--- config.mk ---
export PLATFORM = sky130hd
export DESIGN_NAME = instr_control_unit
export DESIGN_NICKNAME = d
export VERILOG_FILES = /design/src/rtl/instr_control_unit.sv
export SDC_FILE = /design/constraint.sdc
export NUM_CORES = 1
export LEC_CHECK = 0
export ABC_AREA = 1
export CORE_MARGIN = 2
export CORE_UTILIZATION = 36
export CTS_BUF_LIST = sky130_fd_sc_hd__clkbuf_2
export CTS_CLUSTER_SIZE = 40
export DETAILED_ROUTE_END_ITERATION = 12
export PLACE_DENSITY = 0.86
export SLEW_MARGIN = 30
export SYNTH_ARGS = -nofsm -noshare
export SYNTH_HDL_FRONTEND = slang
export SYNTH_SLANG_ARGS = --single-unit
--- constraint.sdc ---
create_clock -name Clock -period 2.3 [get_ports Clock]
set_clock_uncertainty 0.15 [all_clocks]
set_input_delay 0.345 -clock Clock [delete_from_list [all_inputs] [get_ports Clock]]
set_output_delay 0.345 -clock Clock [all_outputs]
set_load 0.03 [all_outputs]
--- src/rtl/instr_control_unit.sv ---
// ============================================================================
// instr_control_unit : hardwired fetch/decode/execute sequencer for the 5-bit ISA
// Revision 1.0
// ============================================================================
`default_nettype none

module instr_control_unit #(
    parameter int         OPW     = 5,
    parameter logic [4:0] ALU_ADD = 5'b00011
) (
    input  logic        Clock,
    input  logic        Reset,
    input  logic [31:0] IR,
    input  logic        CON_FF,
    input  logic        Stop,
    output logic        PCout,
    output logic        Zhighout,
    output logic        Zlowout,
    output logic        MDRout,
    output logic        HIout,
    output logic        LOout,
    output logic        BAout,
    output logic        InPortout,
    output logic        Cout,
    output logic        PCin,
    output logic        Zin,
    output logic        MDRin,
    output logic        MARin,
    output logic        Yin,
    output logic        HIin,
    output logic        LOin,
    output logic        IRin,
    output logic        OutPortin,
    output logic        CONin,
    output logic        Gra,
    output logic        Grb,
    output logic        Grc,
    output logic        Rin,
    output logic        Rout,
    output logic        IncPC,
    output logic        Read,
    output logic        Write,
    output logic [15:0] R0_15_enable,
    output logic [4:0]  alu_op,
    output logic        Clear,
    output logic        Run
);

    localparam logic [OPW-1:0] OP_LD   = OPW'(0);
    localparam logic [OPW-1:0] OP_LDI  = OPW'(1);
    localparam logic [OPW-1:0] OP_ST   = OPW'(2);
    localparam logic [OPW-1:0] OP_ADD  = OPW'(3);
    localparam logic [OPW-1:0] OP_SHL  = OPW'(11);
    localparam logic [OPW-1:0] OP_ADDI = OPW'(12);
    localparam logic [OPW-1:0] OP_ANDI = OPW'(13);
    localparam logic [OPW-1:0] OP_ORI  = OPW'(14);
    localparam logic [OPW-1:0] OP_MUL  = OPW'(15);
    localparam logic [OPW-1:0] OP_DIV  = OPW'(16);
    localparam logic [OPW-1:0] OP_NEG  = OPW'(17);
    localparam logic [OPW-1:0] OP_NOT  = OPW'(18);
    localparam logic [OPW-1:0] OP_BR   = OPW'(19);
    localparam logic [OPW-1:0] OP_JAL  = OPW'(21);
    localparam logic [OPW-1:0] OP_JR   = OPW'(20);
    localparam logic [OPW-1:0] OP_IN   = OPW'(22);
    localparam logic [OPW-1:0] OP_OUT  = OPW'(23);
    localparam logic [OPW-1:0] OP_MFHI = OPW'(24);
    localparam logic [OPW-1:0] OP_MFLO = OPW'(25);
    localparam logic [OPW-1:0] OP_HALT = OPW'(27);

    localparam logic [4:0] ALU_AND = 5'd5;
    localparam logic [4:0] ALU_OR  = 5'd6;

    typedef enum logic [3:0] {
        S_RESET = 4'd0,
        S_T0    = 4'd1,
        S_T1    = 4'd2,
        S_T2    = 4'd3,
        S_T3    = 4'd4,
        S_T4    = 4'd5,
        S_T5    = 4'd6,
        S_T6    = 4'd7,
        S_T7    = 4'd8,
        S_HALT  = 4'd9
    } state_t;

    state_t         state;
    logic [OPW-1:0] op;
    logic           unused_ir_bits;

    logic is_alu, is_imm, is_ld, is_ldi, is_st, is_addr, is_muldiv, is_negnot;
    logic is_br, is_jal, is_halt, is_multi;

    assign op             = IR[31 -: OPW];
    assign unused_ir_bits = &{1'b0, IR[31-OPW:0]};

    assign is_alu    = (op >= OP_ADD) && (op <= OP_SHL);
    assign is_imm    = (op >= OP_ADDI) && (op <= OP_ORI);
    assign is_ld     = (op == OP_LD);
    assign is_ldi    = (op == OP_LDI);
    assign is_st     = (op == OP_ST);
    assign is_addr   = is_ld || is_ldi || is_st;
    assign is_muldiv = (op == OP_MUL) || (op == OP_DIV);
    assign is_negnot = (op == OP_NEG) || (op == OP_NOT);
    assign is_br     = (op == OP_BR);
    assign is_jal    = (op == OP_JAL);
    assign is_halt   = (op == OP_HALT);
    // Everything else (jr, in, out, mfhi/mflo, nop, undefined) finishes in T3.
    assign is_multi  = is_alu || is_imm || is_addr || is_muldiv || is_negnot || is_br || is_jal;

    always_ff @(posedge Clock or negedge Reset) begin
        if (!Reset) begin
            state <= S_RESET;
        end else begin
            case (state)
                S_RESET: state <= S_T0;
                S_T0:    state <= S_T1;
                S_T1:    state <= S_T2;
                S_T2:    state <= Stop ? S_HALT : S_T3;
                S_T3:    state <= is_halt ? S_HALT : (is_multi ? S_T4 : S_T0);
                S_T4:    state <= (is_negnot || is_jal) ? S_T0 : S_T5;
                S_T5:    state <= (is_alu || is_imm || is_ldi) ? S_T0 : S_T6;
                S_T6:    state <= (is_ld || is_st) ? S_T7 : S_T0;
                S_T7:    state <= S_T0;
                S_HALT:  state <= S_HALT;
                default: state <= S_RESET;
            endcase
        end
    end

    // IR is loaded on the edge leaving T2, so execute strobes must decode it combinationally.
    always_comb begin
        {PCout, Zhighout, Zlowout, MDRout, HIout, LOout, BAout, InPortout, Cout} = '0;
        {PCin, Zin, MDRin, MARin, Yin, HIin, LOin, IRin, OutPortin, CONin}       = '0;
        {Gra, Grb, Grc, Rin, Rout, IncPC, Read, Write}                          = '0;
        R0_15_enable = 16'h0000;
        alu_op       = 5'd0;
        Clear        = (state == S_RESET);
        Run          = (state != S_RESET) && (state != S_HALT);

        case (state)
            S_T0: begin PCout = 1'b1; MARin = 1'b1; IncPC = 1'b1; Zin = 1'b1; end
            S_T1: begin Zlowout = 1'b1; PCin = 1'b1; Read = 1'b1; MDRin = 1'b1; end
            S_T2: begin MDRout = 1'b1; IRin = 1'b1; end
            S_T3: begin
                if (is_alu || is_imm) begin
                    Grb = 1'b1; Rout = 1'b1; Yin = 1'b1;
                end else if (is_addr) begin
                    Grb = 1'b1; BAout = 1'b1; Yin = 1'b1;
                end else if (is_muldiv) begin
                    Gra = 1'b1; Rout = 1'b1; Yin = 1'b1;
                end else if (is_negnot) begin
                    Grb = 1'b1; Rout = 1'b1; Zin = 1'b1; alu_op = 5'(op);
                end else if (is_br) begin
                    Gra = 1'b1; Rout = 1'b1; CONin = 1'b1;
                end else if (op == OP_JR) begin
                    Gra = 1'b1; Rout = 1'b1; PCin = 1'b1;
                end else if (is_jal) begin
                    PCout = 1'b1; R0_15_enable = 16'h8000;
                end else if (op == OP_IN) begin
                    InPortout = 1'b1; Gra = 1'b1; Rin = 1'b1;
                end else if (op == OP_OUT) begin
                    Gra = 1'b1; Rout = 1'b1; OutPortin = 1'b1;
                end else if (op == OP_MFHI) begin
                    HIout = 1'b1; Gra = 1'b1; Rin = 1'b1;
                end else if (op == OP_MFLO) begin
                    LOout = 1'b1; Gra = 1'b1; Rin = 1'b1;
                end
            end
            S_T4: begin
                if (is_alu || is_muldiv) begin
                    Rout = 1'b1; Zin = 1'b1; alu_op = 5'(op);
                    Grc  = is_alu;
                    Grb  = is_muldiv;
                end else if (is_imm) begin
                    Cout = 1'b1; Zin = 1'b1;
                    alu_op = (op == OP_ADDI) ? ALU_ADD : ((op == OP_ANDI) ? ALU_AND : ALU_OR);
                end else if (is_addr) begin
                    Cout = 1'b1; Zin = 1'b1; alu_op = ALU_ADD;
                end else if (is_negnot) begin
                    Zlowout = 1'b1; Gra = 1'b1; Rin = 1'b1;
                end else if (is_br) begin
                    PCout = 1'b1; Yin = 1'b1;
                end else if (is_jal) begin
                    Gra = 1'b1; Rout = 1'b1; PCin = 1'b1;
                end
            end
            S_T5: begin
                if (is_alu || is_imm || is_ldi) begin
                    Zlowout = 1'b1; Gra = 1'b1; Rin = 1'b1;
                end else if (is_ld || is_st) begin
                    Zlowout = 1'b1; MARin = 1'b1;
                end else if (is_muldiv) begin
                    Zlowout = 1'b1; LOin = 1'b1;
                end else if (is_br) begin
                    Cout = 1'b1; Zin = 1'b1; alu_op = ALU_ADD;
                end
            end
            S_T6: begin
                if (is_ld) begin
                    Read = 1'b1; MDRin = 1'b1;
                end else if (is_st) begin
                    Gra = 1'b1; Rout = 1'b1; MDRin = 1'b1;
                end else if (is_muldiv) begin
                    Zhighout = 1'b1; HIin = 1'b1;
                end else if (is_br && CON_FF) begin
                    Zlowout = 1'b1; PCin = 1'b1;
                end
            end
            S_T7: begin
                if (is_ld) begin
                    MDRout = 1'b1; Gra = 1'b1; Rin = 1'b1;
                end else if (is_st) begin
                    Write = 1'b1;
                end
            end
            default: ;
        endcase
    end

endmodule

`default_nettype wire
## Word level (Yosys, flattened, before mapping)

Index checks and enable logic that the tools add are counted.

- Register bits after elaboration: 4
- Bits of input ports: 36
- Output and inout bits: 50
- Word-level logic and storage cells: 241

- Magnitude comparators: 4
- Equality and inequality tests: 26
- Mux-type cells: 188
- Reductions and logical operators: 22

Operators with widths:

| kind | count |
|---|---|
| two-way mux 1 bit | 145 |
| two-way mux 16 bit | 8 |
| equality test 5 bit, second input constant | 11 |
| one-hot mux 4 bit (9 select lines) | 1 |
| two-way mux 5 bit | 5 |
| equality test 4 x 3 -> 1 bit, second input constant | 4 |
| one-hot mux 1 bit (4 select lines) | 4 |
| equality test 5 x 4 -> 1 bit, second input constant | 3 |
| two-way mux 3 bit | 5 |
| one-hot mux 5 bit (3 select lines) | 1 |
| logical OR 1 bit | 14 |
| one-hot mux 1 bit (2 select lines) | 7 |
| two-way mux 2 bit | 6 |
| two-way mux 4 bit | 3 |
| <= comparator 5 x 4 -> 1 bit, second input constant | 2 |
| equality test 4 x 2 -> 1 bit, second input constant | 2 |
| equality test 4 bit, second input constant | 2 |
| one-hot mux 1 bit (3 select lines) | 2 |
| equality test 5 x 1 -> 1 bit, second input constant | 1 |
| equality test 5 x 2 -> 1 bit, second input constant | 1 |
| greater-or-equal comparator 5 x 2 -> 1 bit, second input constant | 1 |
| greater-or-equal comparator 5 x 4 -> 1 bit, second input constant | 1 |
| zero test 5 bit | 1 |
| one-hot mux 1 bit (5 select lines) | 1 |
| other kinds (6) | 9 |

## Longest topological paths before layout

- Word-level depth: 13
- Depth in mapped cells: 9
- Depth with buffers taken out: 9

## Least setup slack after synthesis

Ideal clock, no wire load.

- Path type: register -> output
- From: reg state[0]
- To: out OutPortin
- Arrival time: 1.746 ns
- Setup slack: 0.059 ns
- Cell stages (with the launch flop): 4
- Path through: dfrtp_1 nor2_1 nand2_2 nor4_1

- Word-level cells in the longest chain between the ends: 2

Ends and longest elaborated chain:

| element | line | RTL |
|---|---|---|
| start, declared | 86 | `state_t state;` |
| start signal, assigned | 118 | `S_T2: state <= Stop ? S_HALT : S_T3;` |
| start signal, assigned | 119 | `S_T3: state <= is_halt ? S_HALT : (is_multi ? S_T4 : S_T0);` |
| start signal, assigned | 120 | `S_T4: state <= (is_negnot \|\| is_jal) ? S_T0 : S_T5;` |
| equality test 4 x 3 -> 1 bit | 140 | `case (state)` |
| two-way mux 1 bit | 140 |  |
| end, declared | 33 | `output logic OutPortin,` |

Every way passes these cells.

## Worst setup path in the final report

- From: reg state[3]
- To: out Gra

- Word-level cells in the longest chain between the ends: 2
- Elaborated cells on any way between the ends: 6

Ends and longest elaborated chain:

| element | line | RTL |
|---|---|---|
| equality test 4 bit / equality test 4 x 3 -> 1 bit (equally long branches) | 140 |  |
| one-hot mux 1 bit (5 select lines) * | 140 |  |
| end, declared | 35 | `output logic Gra,` |

Mark *: on every way between the ends. The rest lies on a longest branch, timed or not.

==> out/metrics.cfg <==
[worst_setup_path]
cp_slowest_cell = sky130_fd_sc_hd__dfrtp_1
endpoint_kind = output port
cp.depth = 8
critical_path.cell_chain = nor2_2, inv_2, nor2_2, nand4_1, nand2_1, nor2_1, nand2_1, buf_4
worstPathRequired_ns = 1.80
worstSetupEndpoint = Gra
worst-r2r-setup-slack_ns = 0.66
timing.critical_path.from_type = register
timing.rr.start = state[3]
setup.worst_path.start = state[3]
endpoint_arrival_time_on_the_critical_path_ns = 1.68
timing.reg2reg.worst_path_depth = 7
criticalPathCategory = register to output port
crit_path_max_incr_delay_ns = 0.42
cp_num_buf_inv = 2
critical_path.max_fanout = 5
regToRegEndpoint = state[0]
critPathTopFamily = simple AND/OR/NAND/NOR gates

[hold_path]
hold_path_class = primary input to async pin

[timing]
fmax_ghz = 0.459
min_period_over_period_pct = 94.7
timing.setup.tns_ns = 0
slew_violations = 0
setup_violations = 0
min_period_ns = 2.18
final-hold-violation-count = 0
fin_worst_hold_slack_ns = 0.202

[grt]
grt_usage_pct = 22.1
grt.busiest_layer = met2
met1_capacity_usage_during_global_routing_pct = 32.4
grt_start_max_net_pins = 11
number_of_antenna_violations_at_the_first_check_in_global_routing = 0
grt_pass1_wl_um = 5840
groute.layer.met3.usage_pct = 1.79
vias_in_the_first_global_route = 1314
grt-ovfl-total = 0
global_route.usage.met2_pct = 35.6

[routing]
drc_errors = 0
drc_violation_total_after_the_first_tritonroute_iteration = 77
totalWireLength_um = 3660
vias_per_cell = 4.94
final_routed_wire_length_divided_by_cell_count_um = 12.0
firstDrtPassIters = 4
vias = 1506
ant_nets = 0

[power_and_ir_drop]
power_frac_seq_pct = 12.4
power.density_nw_per_um2 = 725
switchingPower_w = 0.000735
p_leak_nw = 0.986
pwr-share-clk_pct = 5.4
power.internal_w = 0.000475
ir_worst_vdd_uv = 610
switching_share_pct = 60.8
comb_power_share_pct = 82.2

[layout]
n_antenna_cell = 0
finalNonFillerCells = 305
top_regs = state: 4 flops
final_net_count = 312
postLayoutCellArea_sq_um = 1670
largest_register_ffs = 4
fill_cells = 276
drive_above_1_share_pct = 36.5
regMostFlops = state
area_growth_pct = 61.3

[die]
initial_utilization_pct = 37.8
floorplan.die.height_um = 57.6
core_area_sq_um = 2730
die_x_um = 57.6
boundaryPins = 86
std_cell_rows = 19
die_area_sq_um = 3320

[cts]
clkTransAtPathRegs_ns = 0.05
clock_sink_count = 4
holdBufCountCts = 0
clock_tree.htree_level_count = 1
ctsLongestPathBuffers = 2
cts_buffer_count = 3
cts_root_buffer = sky130_fd_sc_hd__clkbuf_2
tritoncts_clock_tree = done
worstSkewPairLatency_ns = 0.21

[logic_synthesis]
yosysWarnings = 0
yosys.area.top_type = sky130_fd_sc_hd__nand2_1
synth_cells = 194
netlist-cell-type-count = 25
post-synth-top-area-fraction_pct = 19.6
post_synth_main_area_contributors = sky130_fd_sc_hd__nand2_1 20%, sky130_fd_sc_hd__buf_4 12%, sky130_fd_sc_hd__dfrtp_1 9.7%
yosysSeqAreaShare_pct = 9.67
postSynthAreaPerCell_sq_um = 5.33
synth_seq_cells = 4
mappedNetlistArea_sq_um = 1030

[placed_design]
post_dp_cell_area_sq_um = 1620
finalWeightedCongestion = 0.971
placedCellCount = 299
port_buffers = 43
dp_hpwl_um = 3030

[run]
max_capacitance_violation_count = 0

[run_status]
outcome = finished, final reports clean

per-stage QoR:
stage	setup WS (ns)	power [W]	util (%)
finish	0.121	0.00121	61.1
global placement	-0.148	0.00112	59.2
global route	-0.0121	0.00130	61.1
CTS	0.0149	0.00119	59.7
detailed placement	-0.127	0.00113	59.2
floorplan	0.0591	0.000787	-
worst min path at each step:
stage | start | to | slack [ns]
floorplan | Reset | state[0] | -0.10
global placement | Reset | state[1] | 0.41
detailed placement | Reset | state[0] | 0.42
CTS | Reset | state[0] | 0.18
global route | Reset | state[3] | 0.20
finish | Reset | state[3] | 0.20
power groups by stage:
stage / Combinational (W) / Clock (W) / Sequential [W]
finish: 0.000995 / 0.0000653 / 0.000150
global route: 0.00107 / 0.0000721 / 0.000159
CTS: 0.000972 / 0.0000704 / 0.000143
detailed placement: 0.000989 / 0 / 0.000144
global placement: 0.000976 / 0 / 0.000142
floorplan: 0.000651 / 0 / 0.000136
logic make-up (layout without fill, tap and decap cells):
family | Yosys count | after routing | synth area share (%)
compound gates | 14 | 14 | 7.50
buf+inv | 43 | 109 | 22.2
flops | 4 | 4 | 9.67
other cells | 1 | 15 | 0.362
simple gates | 132 | 132 | 60.2
cells in the final DEF, fill, tap and decap left out, types with 2 or more instances in the layout:
cell and n:
sky130_fd_sc_hd__conb_1 15, sky130_fd_sc_hd__o21ai_0 5, sky130_fd_sc_hd__nand2_2 6, sky130_fd_sc_hd__nand3_1 20, sky130_fd_sc_hd__inv_1 18, sky130_fd_sc_hd__nand2_1 53
sky130_fd_sc_hd__nand4_1 10, sky130_fd_sc_hd__inv_2 6, sky130_fd_sc_hd__clkbuf_2 4, sky130_fd_sc_hd__nor2_1 23, sky130_fd_sc_hd__nor2_4 3, sky130_fd_sc_hd__nor2_2 7
sky130_fd_sc_hd__dfrtp_1 3, sky130_fd_sc_hd__a21oi_1 5, sky130_fd_sc_hd__nor3_1 5, sky130_fd_sc_hd__dlygate4sd2_1 4, sky130_fd_sc_hd__dlymetal6s2s_1 2, sky130_fd_sc_hd__clkdlybuf4s50_1 3
sky130_fd_sc_hd__clkdlybuf4s15_1 2, sky130_fd_sc_hd__buf_4 68
layout make-up:
class | instances | area [sq um] | area share [%]
multi-input combinational | 161 | 772 | 46.3
timing repair buffer | 81 | 646 | 38.7
sequential | 4 | 101 | 6.07
inverter | 25 | 96.3 | 5.77
clock buffer | 3 | 15.0 | 0.900
tap | 31 | 38.8 | 2.32
metal layers:
| metal | vias up | routed length, um |
|---|---|---|
| met4 | 0 | 0 |
| met5 | - | 0 |
| met2 | 73 | 1720 |
| met3 | 0 | 282 |
| li1 | 759 | - |
| met1 | 674 | 1650 |
synth_stat cells:
| master | n |
|---|---|
| sky130_fd_sc_hd__nand2_1 | 54 |
| sky130_fd_sc_hd__nor2_1 | 26 |
| sky130_fd_sc_hd__nand3_1 | 20 |
| sky130_fd_sc_hd__inv_1 | 18 |
| sky130_fd_sc_hd__buf_4 | 16 |
| sky130_fd_sc_hd__nand4_1 | 10 |
| sky130_fd_sc_hd__inv_2 | 7 |
| sky130_fd_sc_hd__nand2_2 | 6 |
| sky130_fd_sc_hd__a21oi_1 | 5 |
| sky130_fd_sc_hd__nor3_1 | 5 |
| sky130_fd_sc_hd__o21ai_0 | 5 |
| sky130_fd_sc_hd__dfrtp_1 | 4 |
| sky130_fd_sc_hd__nor2_2 | 4 |
| sky130_fd_sc_hd__nor2_4 | 3 |
| sky130_fd_sc_hd__buf_2 | 1 |
| sky130_fd_sc_hd__buf_6 | 1 |
| sky130_fd_sc_hd__conb_1 | 1 |
| sky130_fd_sc_hd__nand3_2 | 1 |
| sky130_fd_sc_hd__nor3_4 | 1 |
| sky130_fd_sc_hd__nor4_1 | 1 |
| sky130_fd_sc_hd__o2111ai_1 | 1 |
| sky130_fd_sc_hd__o211ai_1 | 1 |
| sky130_fd_sc_hd__o21ai_1 | 1 |
| sky130_fd_sc_hd__o22ai_1 | 1 |
| sky130_fd_sc_hd__or2_1 | 1 |
worst reg2reg max path, stage by stage (launching register included):
cell and delay [ns]:
sky130_fd_sc_hd__dfrtp_1 0.42, sky130_fd_sc_hd__nor2_2 0.21, sky130_fd_sc_hd__inv_2 0.10, sky130_fd_sc_hd__nor2_4 0.17, sky130_fd_sc_hd__buf_4 0.14, sky130_fd_sc_hd__nand2_1 0.09
sky130_fd_sc_hd__buf_4 0.14, sky130_fd_sc_hd__a21oi_1 0.14
timing repair:
action,4_1_cts,5_1_grt
setup buffers,0,3
endpoints found under the setup margin,23,9
resized for setup,10,10
pin swaps,1,2
No activity file was read; power rests on OpenSTA's default activity.
